### src/rtl/rd_active_vertex_edge_single_if.sv
// Edge-read request bus between the active-vertex edge splitter and the
// edge-memory read stage. The splitter drives it through the master modport.
// The consumer drives next_stage_full back through the slave modport.
`ifndef V_ID_WIDTH
`define V_ID_WIDTH 32
`endif
`ifndef V_OFF_DWIDTH
`define V_OFF_DWIDTH 32
`endif
`ifndef V_VALUE_WIDTH
`define V_VALUE_WIDTH 32
`endif

interface rd_active_vertex_edge_single_if #(
  parameter int V_ID_WIDTH      = `V_ID_WIDTH,
  parameter int V_OFF_DWIDTH    = `V_OFF_DWIDTH,
  parameter int V_VALUE_WIDTH   = `V_VALUE_WIDTH,
  parameter int BURST_LEN_WIDTH = 4
);
  logic [V_OFF_DWIDTH-1:0]    rd_edge_addr;
  logic [BURST_LEN_WIDTH-1:0] rd_edge_len;
  logic [V_ID_WIDTH-1:0]      rd_edge_v_id;
  logic [V_VALUE_WIDTH-1:0]   rd_edge_v_value;
  logic                       rd_edge_last;
  logic                       rd_edge_valid;
  logic                       next_stage_full;

  modport master (
    output rd_edge_addr, rd_edge_len, rd_edge_v_id, rd_edge_v_value,
           rd_edge_last, rd_edge_valid,
    input  next_stage_full
  );

  modport slave (
    input  rd_edge_addr, rd_edge_len, rd_edge_v_id, rd_edge_v_value,
           rd_edge_last, rd_edge_valid,
    output next_stage_full
  );
endinterface

### src/rtl/rd_active_vertex_edge_single.sv
// Active-vertex edge splitter: buffers {vertex, offsets, value} pushed by the
// offset/value read stage and cuts each edge range [start, end) into burst
// requests of at most BURST_MAX edges. The iteration-end marker is forwarded
// only once all work has drained.
// Optional macro EDGE_BURST_ALIGN_EN: clip the first burst of a vertex so that
// all later bursts start on a BURST_MAX boundary.
`ifndef V_ID_WIDTH
`define V_ID_WIDTH 32
`endif
`ifndef V_OFF_DWIDTH
`define V_OFF_DWIDTH 32
`endif
`ifndef V_VALUE_WIDTH
`define V_VALUE_WIDTH 32
`endif
`ifndef ITERATION_WIDTH
`define ITERATION_WIDTH 8
`endif

module rd_active_vertex_edge_single #(
  parameter int V_ID_WIDTH      = `V_ID_WIDTH,
  parameter int V_OFF_DWIDTH    = `V_OFF_DWIDTH,
  parameter int V_VALUE_WIDTH   = `V_VALUE_WIDTH,
  parameter int ITERATION_WIDTH = `ITERATION_WIDTH,
  parameter int BURST_MAX       = 8,
  parameter int BURST_LEN_WIDTH = 4,
  parameter int FIFO_DEPTH      = 16,
  parameter int FIFO_PFULL      = 12
) (
  input  logic                         clk,
  input  logic                         rst,
  input  logic [V_ID_WIDTH-1:0]        front_active_v_id,
  input  logic                         front_active_v_valid,
  input  logic [2*V_OFF_DWIDTH-1:0]    front_active_v_offset,
  input  logic [V_VALUE_WIDTH-1:0]     front_active_v_value,
  input  logic                         front_iteration_end,
  input  logic                         front_iteration_end_valid,
  input  logic [ITERATION_WIDTH-1:0]   front_iteration_id,
  output logic                         stage_full,
  output logic                         iteration_end,
  output logic                         iteration_end_valid,
  output logic [ITERATION_WIDTH-1:0]   iteration_id,
  rd_active_vertex_edge_single_if.master req
);
  localparam int ENTRY_W = V_ID_WIDTH + 2*V_OFF_DWIDTH + V_VALUE_WIDTH;
  localparam int PTR_W   = $clog2(FIFO_DEPTH);
  localparam int ALIGN_W = $clog2(BURST_MAX);
  localparam logic [PTR_W:0]        DEPTH_C     = (PTR_W+1)'(FIFO_DEPTH);
  localparam logic [PTR_W:0]        PFULL_C     = (PTR_W+1)'(FIFO_PFULL);
  localparam logic [V_OFF_DWIDTH:0] BURST_MAX_W = (V_OFF_DWIDTH+1)'(BURST_MAX);

  typedef enum logic {IDLE, ISSUE} state_t;
  state_t state;

  // vertex buffer: entries packed as {id, end, start, value}
  logic [ENTRY_W-1:0] mem [FIFO_DEPTH];
  logic [PTR_W-1:0]   wr_ptr, rd_ptr;
  logic [PTR_W:0]     count, count_next;
  logic               overflow;
  logic               push_ok, push_drop, pop;

  logic [ENTRY_W-1:0]       head;
  logic [V_ID_WIDTH-1:0]    head_id;
  logic [V_OFF_DWIDTH-1:0]  head_start, head_end;
  logic [V_VALUE_WIDTH-1:0] head_value;

  // vertex currently being split
  logic [V_OFF_DWIDTH-1:0]  cur_addr, end_r;
  logic [V_ID_WIDTH-1:0]    cur_id;
  logic [V_VALUE_WIDTH-1:0] cur_value;

  logic [V_OFF_DWIDTH:0] remaining, room, blen_wide;
  logic                  is_last;

  assign push_ok    = front_active_v_valid && (count != DEPTH_C);
  assign push_drop  = front_active_v_valid && (count == DEPTH_C);
  assign pop        = (state == IDLE) && (count != '0);
  assign count_next = count + {{PTR_W{1'b0}}, push_ok} - {{PTR_W{1'b0}}, pop};

  assign head       = mem[rd_ptr];
  assign head_id    = head[ENTRY_W-1 -: V_ID_WIDTH];
  assign head_end   = head[V_VALUE_WIDTH+V_OFF_DWIDTH +: V_OFF_DWIDTH];
  assign head_start = head[V_VALUE_WIDTH +: V_OFF_DWIDTH];
  assign head_value = head[V_VALUE_WIDTH-1:0];

  // one extra bit so a corrupt range can never wrap into a huge length
  assign remaining = {1'b0, end_r} - {1'b0, cur_addr};
`ifdef EDGE_BURST_ALIGN_EN
  assign room = BURST_MAX_W - {{(V_OFF_DWIDTH+1-ALIGN_W){1'b0}}, cur_addr[ALIGN_W-1:0]};
`else
  assign room = BURST_MAX_W;
`endif
  assign blen_wide = (remaining < room) ? remaining : room;
  assign is_last   = (blen_wide == remaining);

  // buffer storage write port, no reset needed on the data itself
  always_ff @(posedge clk) begin
    if (push_ok) mem[wr_ptr] <= {front_active_v_id, front_active_v_offset, front_active_v_value};
  end

  // buffer pointers, occupancy, backpressure and the sticky overflow flag
  always_ff @(posedge clk or posedge rst) begin
    if (rst) begin
      wr_ptr     <= '0;
      rd_ptr     <= '0;
      count      <= '0;
      overflow   <= 1'b0;
      stage_full <= 1'b0;
    end else begin
      if (push_ok) wr_ptr <= wr_ptr + 1'b1;
      if (pop)     rd_ptr <= rd_ptr + 1'b1;
      count      <= count_next;
      overflow   <= overflow | push_drop;
      stage_full <= (count_next >= PFULL_C);
    end
  end

  // pop a vertex in IDLE, then emit one burst per unstalled cycle in ISSUE
  always_ff @(posedge clk or posedge rst) begin
    if (rst) begin
      state               <= IDLE;
      cur_addr            <= '0;
      end_r               <= '0;
      cur_id              <= '0;
      cur_value           <= '0;
      req.rd_edge_valid   <= 1'b0;
      req.rd_edge_addr    <= '0;
      req.rd_edge_len     <= '0;
      req.rd_edge_v_id    <= '0;
      req.rd_edge_v_value <= '0;
      req.rd_edge_last    <= 1'b0;
    end else begin
      case (state)
        IDLE: begin
          req.rd_edge_valid <= 1'b0;
          req.rd_edge_last  <= 1'b0;
          if (pop) begin
            cur_addr  <= head_start;
            end_r     <= head_end;
            cur_id    <= head_id;
            cur_value <= head_value;
            // empty or inverted ranges are consumed without a request
            if (head_start < head_end) state <= ISSUE;
          end
        end
        ISSUE: begin
          if (!req.next_stage_full) begin
            req.rd_edge_valid   <= 1'b1;
            req.rd_edge_addr    <= cur_addr;
            req.rd_edge_len     <= blen_wide[BURST_LEN_WIDTH-1:0];
            req.rd_edge_v_id    <= cur_id;
            req.rd_edge_v_value <= cur_value;
            req.rd_edge_last    <= is_last;
            cur_addr            <= cur_addr + blen_wide[V_OFF_DWIDTH-1:0];
            if (is_last) state <= IDLE;
          end else begin
            req.rd_edge_valid <= 1'b0;
          end
        end
        default: state <= IDLE;
      endcase
    end
  end

  // iteration id pass-through and end marker once fully drained
  always_ff @(posedge clk or posedge rst) begin
    if (rst) begin
      iteration_id        <= '0;
      iteration_end       <= 1'b0;
      iteration_end_valid <= 1'b0;
    end else begin
      iteration_id <= front_iteration_id;
      iteration_end <= front_iteration_end && front_iteration_end_valid &&
                       (count == '0) && (state == IDLE) && !front_active_v_valid;
      iteration_end_valid <= front_iteration_end && front_iteration_end_valid &&
                             (count == '0) && (state == IDLE) && !front_active_v_valid;
    end
  end
endmodule

### src/flat_wrapper.sv
// flat-port wrapper written by rule: the top's interface ports become plain ports
module rd_active_vertex_edge_single_flat 
#(
  parameter int V_ID_WIDTH      = `V_ID_WIDTH,
  parameter int V_OFF_DWIDTH    = `V_OFF_DWIDTH,
  parameter int V_VALUE_WIDTH   = `V_VALUE_WIDTH,
  parameter int ITERATION_WIDTH = `ITERATION_WIDTH,
  parameter int BURST_MAX       = 8,
  parameter int BURST_LEN_WIDTH = 4,
  parameter int FIFO_DEPTH      = 16,
  parameter int FIFO_PFULL      = 12
)
  (clk, rst, front_active_v_id, front_active_v_valid, front_active_v_offset, front_active_v_value, front_iteration_end, front_iteration_end_valid, front_iteration_id, stage_full, iteration_end, iteration_end_valid, iteration_id, req_rd_edge_addr, req_rd_edge_len, req_rd_edge_v_id, req_rd_edge_v_value, req_rd_edge_last, req_rd_edge_valid, req_next_stage_full);
  rd_active_vertex_edge_single_if #(.V_ID_WIDTH(V_ID_WIDTH), .V_OFF_DWIDTH(V_OFF_DWIDTH), .V_VALUE_WIDTH(V_VALUE_WIDTH), .BURST_LEN_WIDTH(BURST_LEN_WIDTH)) req_i ();
  input  logic clk;
  input  logic rst;
  input  logic [V_ID_WIDTH-1:0] front_active_v_id;
  input  logic front_active_v_valid;
  input  logic [2*V_OFF_DWIDTH-1:0] front_active_v_offset;
  input  logic [V_VALUE_WIDTH-1:0] front_active_v_value;
  input  logic front_iteration_end;
  input  logic front_iteration_end_valid;
  input  logic [ITERATION_WIDTH-1:0] front_iteration_id;
  output logic stage_full;
  output logic iteration_end;
  output logic iteration_end_valid;
  output logic [ITERATION_WIDTH-1:0] iteration_id;
  output wire logic [$bits(req_i.rd_edge_addr)-1:0] req_rd_edge_addr;
  output wire logic [$bits(req_i.rd_edge_len)-1:0] req_rd_edge_len;
  output wire logic [$bits(req_i.rd_edge_v_id)-1:0] req_rd_edge_v_id;
  output wire logic [$bits(req_i.rd_edge_v_value)-1:0] req_rd_edge_v_value;
  output wire logic [$bits(req_i.rd_edge_last)-1:0] req_rd_edge_last;
  output wire logic [$bits(req_i.rd_edge_valid)-1:0] req_rd_edge_valid;
  input wire logic [$bits(req_i.next_stage_full)-1:0] req_next_stage_full;
  assign req_rd_edge_addr = req_i.rd_edge_addr;
  assign req_rd_edge_len = req_i.rd_edge_len;
  assign req_rd_edge_v_id = req_i.rd_edge_v_id;
  assign req_rd_edge_v_value = req_i.rd_edge_v_value;
  assign req_rd_edge_last = req_i.rd_edge_last;
  assign req_rd_edge_valid = req_i.rd_edge_valid;
  assign req_i.next_stage_full = req_next_stage_full;
  rd_active_vertex_edge_single #(.V_ID_WIDTH(V_ID_WIDTH), .V_OFF_DWIDTH(V_OFF_DWIDTH), .V_VALUE_WIDTH(V_VALUE_WIDTH), .ITERATION_WIDTH(ITERATION_WIDTH), .BURST_MAX(BURST_MAX), .BURST_LEN_WIDTH(BURST_LEN_WIDTH), .FIFO_DEPTH(FIFO_DEPTH), .FIFO_PFULL(FIFO_PFULL)) u_core (.clk(clk), .rst(rst), .front_active_v_id(front_active_v_id), .front_active_v_valid(front_active_v_valid), .front_active_v_offset(front_active_v_offset), .front_active_v_value(front_active_v_value), .front_iteration_end(front_iteration_end), .front_iteration_end_valid(front_iteration_end_valid), .front_iteration_id(front_iteration_id), .stage_full(stage_full), .iteration_end(iteration_end), .iteration_end_valid(iteration_end_valid), .iteration_id(iteration_id), .req(req_i));
endmodule
### config.mk
export PLATFORM = sky130hd
export DESIGN_NAME = rd_active_vertex_edge_single_flat
export DESIGN_NICKNAME = d
export VERILOG_FILES = /design/src/rtl/rd_active_vertex_edge_single_if.sv /design/src/rtl/rd_active_vertex_edge_single.sv /design/src/flat_wrapper.sv
export SDC_FILE = /design/constraint.sdc
export NUM_CORES = 2
export LEC_CHECK = 0
export ABC_CLOCK_PERIOD_IN_PS = 8700
export CAP_MARGIN = 0
export CORE_MARGIN = 4
export CORE_UTILIZATION = 51
export CTS_CLUSTER_DIAMETER = 80
export DETAILED_ROUTE_END_ITERATION = 10
export PLACE_DENSITY = 0.71
export SETUP_SLACK_MARGIN = 0.1
export SLEW_MARGIN = 20
export SYNTH_ARGS = -nofsm -noshare
export SYNTH_HDL_FRONTEND = slang
export SYNTH_SLANG_ARGS = --single-unit
### constraint.sdc
create_clock -name clk -period 8.7 [get_ports clk]
set_clock_uncertainty 0.15 [all_clocks]
set_input_delay 1.74 -clock clk [delete_from_list [all_inputs] [get_ports clk]]
set_output_delay 1.74 -clock clk [all_outputs]
set_load 0.03 [all_outputs]
==> reports/metrics.cfg <==
[status]
run_status = completed

[logic_synthesis]
ys_ff_latch = 2302
async_reset_ff_frac = 0.110
syn_area_sq_um = 91600
synthSimpleGateAreaFrac = 0.0388
yosys.cell_types.count = 93
yosysSeqAreaShare = 0.741
synth_top_family_by_area = multiplexers
synthAdderAreaFrac = 0.0149
synth_cells = 4841
yosysWarnings = 0
syn_avg_cell_area_sq_um = 18.9
synthXorXnorAreaFrac = 0.00268
synthFlopType = edfxtp_1
synth_edf_count = 2048
muxShareOfSynthArea = 0.146
synth_compound_area_frac = 0.0420

[clock_tree]
cts-buffers-inserted = 219
cts_buffer_depth = 3
cts_hold_buf = 0
ctsHtreeMaxLevel = 4
clock_latency_ns = 0.86
post-cts-setup-buffer-count = 0
path_clk_slew_ns = 0.07
cts_tree = built
post_cts_resize_count = 0
numClockSinks = 2302
root_buffer = clkbuf_16

[worst_setup_path]
r2r_cells = 24
crit_arrival_ns = 8.10
cp_max_fo = 9
worstPathCellList = ha_1 -> fa_1 -> nor2b_1 -> o31a_1 -> o211ai_2 -> and3_4 -> o31ai_2 -> o211ai_1 -> a2111oi_4 -> nand3_1 -> or3_1 -> or3b_1 -> fa_1 -> nor2b_1 -> o21a_1 -> o21ai_0 -> a21oi_1 -> a311o_1 -> nand2_1 -> o211ai_1 -> a311o_1 -> nand2_1 -> or4_1 -> a32oi_1
critPathMaxStageDelay_ns = 0.55
worst-setup-path-type = register to register
startpoint_type = register
critPathCaptureType = register
worstPathRequired_ns = 9.28
r2r_slack_ns = 1.18
timing.rr.end = u_core.cur_addr[30]$_DFFE_PP0P_
slowest_stage = or3_1

[global_route]
antenna_found_initial = 35
grt_pass1_vias = 48100
overflow = 0
grtUsageTotal = 0.243
grt_pass1_wl_microns = 331000
grt_start_max_net_pins = 145

[place]
gp_congestion = 0.911
io_buffer_count = 254
place_hpwl_microns = 120000
place_area_sq_um = 97200
pre_cts_slack_ns = 1.43
dp.cells = 7303

[routing]
vias = 47600
wire_per_inst_microns = 29.1
drc = 0
drtIter0Drc = 4868
wl_microns = 225000
antenna_left = 0
via_per_inst = 6.16
first_pass_iters = 7

[final_layout]
area_growth_syn_to_layout_pct = 14.3
final_cell_mix = edfxtp_1 (2048), nand2_1 (533), mux4_2 (516)
finish.instance_area_sq_um = 105000
final_cells = 7733
mostFrequentLayoutCell = edfxtp_1
drive_above_1_share = 0.185
num-fill-cells = 12800
fin_nets = 5418

[timing]
final.setup.worst_slack_ns = 1.18
relSlewSlack = 0.235
rsz0062_at_grt = no
period_share = 0.864
worst_pin_slew_ns = 1.15
setup_tns_ns = 0
report.final.slew_viol_count = 0
timing.final.crit_period_ns = 7.52
setup_viol = 0
timing_hold_violations_final = 0
max_freq_ghz = 0.133

[die]
coreArea_sq_um = 179000
start_util = 0.513
dieArea_sq_um = 186000
fp-row-count = 155
die_h_microns = 432
die_x_microns = 432
ios = 255

[min_path]
hold_path.class = register to register
worstHoldEndpoint = u_core.req.rd_edge_v_id[16]$_DFFE_PP0P_
min_from = u_core.cur_id[16]$_DFFE_PP0P_
whs_path_depth = 2

[flow_run]
drv_cap = 0

[pwr]
cellPowerDensity_nw_per_um2 = 348
peakVddDrop_v = 0.000253
total_leakage_power_nw = 35.5
design_power_total_mw = 36.5

[per-stage QoR]
| stage | hold slack [ns] | utilization |
|---|---|---|
| detailed placement | 0.304 | 0.544 |
| global placement | 0.297 | 0.544 |
| floorplan | 0.289 | - |
| global route | 0.341 | 0.586 |
| finish | 0.316 | 0.586 |
| CTS | 0.314 | 0.586 |
[worst max-delay path, delay by kind of cell, from the launching register on]
kind	cells	cell delay, ns
compound gates	12	3.26
fa+ha+maj	3	1.05
flops	1	0.43
simple gates	9	2.50
[power by group]
group | switching [mW] | internal [mW]
registers | 0.660 | 13.6
clock network | 4.12 | 5.64
logic | 7.44 | 5.05
total | 12.2 | 24.3
[state kept, by name (all words and copies together), names as in the netlist, 8 cells and up, named ones only]
register / flops
u_core.mem: 2048
u_core.cur_id: 32
u_core.cur_value: 32
u_core.end_r: 32
u_core.req.rd_edge_addr: 32
u_core.req.rd_edge_v_id: 32
u_core.req.rd_edge_v_value: 32
u_core.cur_addr: 31
u_core.iteration_id: 8
[layout make-up]
class / instances / area [sq um] / share of cell area
sequential: 2302 / 67900 / 0.648
multi-input combinational: 2226 / 22600 / 0.215
clock buffer: 307 / 6190 / 0.0592
timing repair buffer: 327 / 3430 / 0.0328
tap: 2355 / 2950 / 0.0281
clock inverter: 104 / 1290 / 0.0124
inverter: 93 / 363 / 0.00347
antenna: 19 / 47.5 / 0.000454
[synth_stat cells (all sizes together), types with 9 or more instances]
master     n  share of area
o21ai    183          0.010
o221ai   119          0.011
xnor2     20         0.0019
a21oi    106         0.0058
dfrtp    254          0.069
buf       81         0.0043
nor4       9        0.00075
o211ai    12         0.0010
mux2i    169          0.018
nand2    534          0.022
a211oi    19         0.0016
or3       12        0.00083
nor2b     12        0.00082
a21o      28         0.0023
and2      25         0.0017
nor3      37         0.0020
nand2b    12        0.00082
edfxtp  2048           0.67
nand4     24         0.0018
o21a      17         0.0014
mux4     516           0.13
nor2      76         0.0031
ha       104          0.014
nand3     21         0.0011
clkbuf   165         0.0069
inv       93         0.0038
[layer usage]
metal,routed length (microns),GRT usage,vias up
met5,82,0,-
met4,5120,0.0663,12
met3,15000,0.0371,324
met2,112000,0.396,1821
met1,93200,0.346,25200
li1,-,-,20200
[how the worst max path moves through the flow]
stage               depth (start not counted)  slack [ns]                  from                               to
floorplan                                   4        2.52  front_active_v_valid       u_core.mem[0][0]$_DFFE_PP_
detailed placement                         24        1.43              register  u_core.cur_addr[30]$_DFFE_PP0P_
finish                                     24        1.18              register  u_core.cur_addr[30]$_DFFE_PP0P_
global placement                           24        1.54              register  u_core.cur_addr[30]$_DFFE_PP0P_
CTS                                        24        1.32              register  u_core.cur_addr[30]$_DFFE_PP0P_
global route                               24        0.73              register  u_core.cur_addr[30]$_DFFE_PP0P_
[logic make-up after synthesis]
group / Yosys count
flip-flops: 2302
AND/OR/NAND/NOR: 806
multiplexers: 691
AO/OA/AOI/OAI: 567
buffers and inverters: 339
adder cells (fa/ha/maj): 107
XOR/XNOR: 28
other: 1
Note: power is estimated with default switching activity, not from simulation.
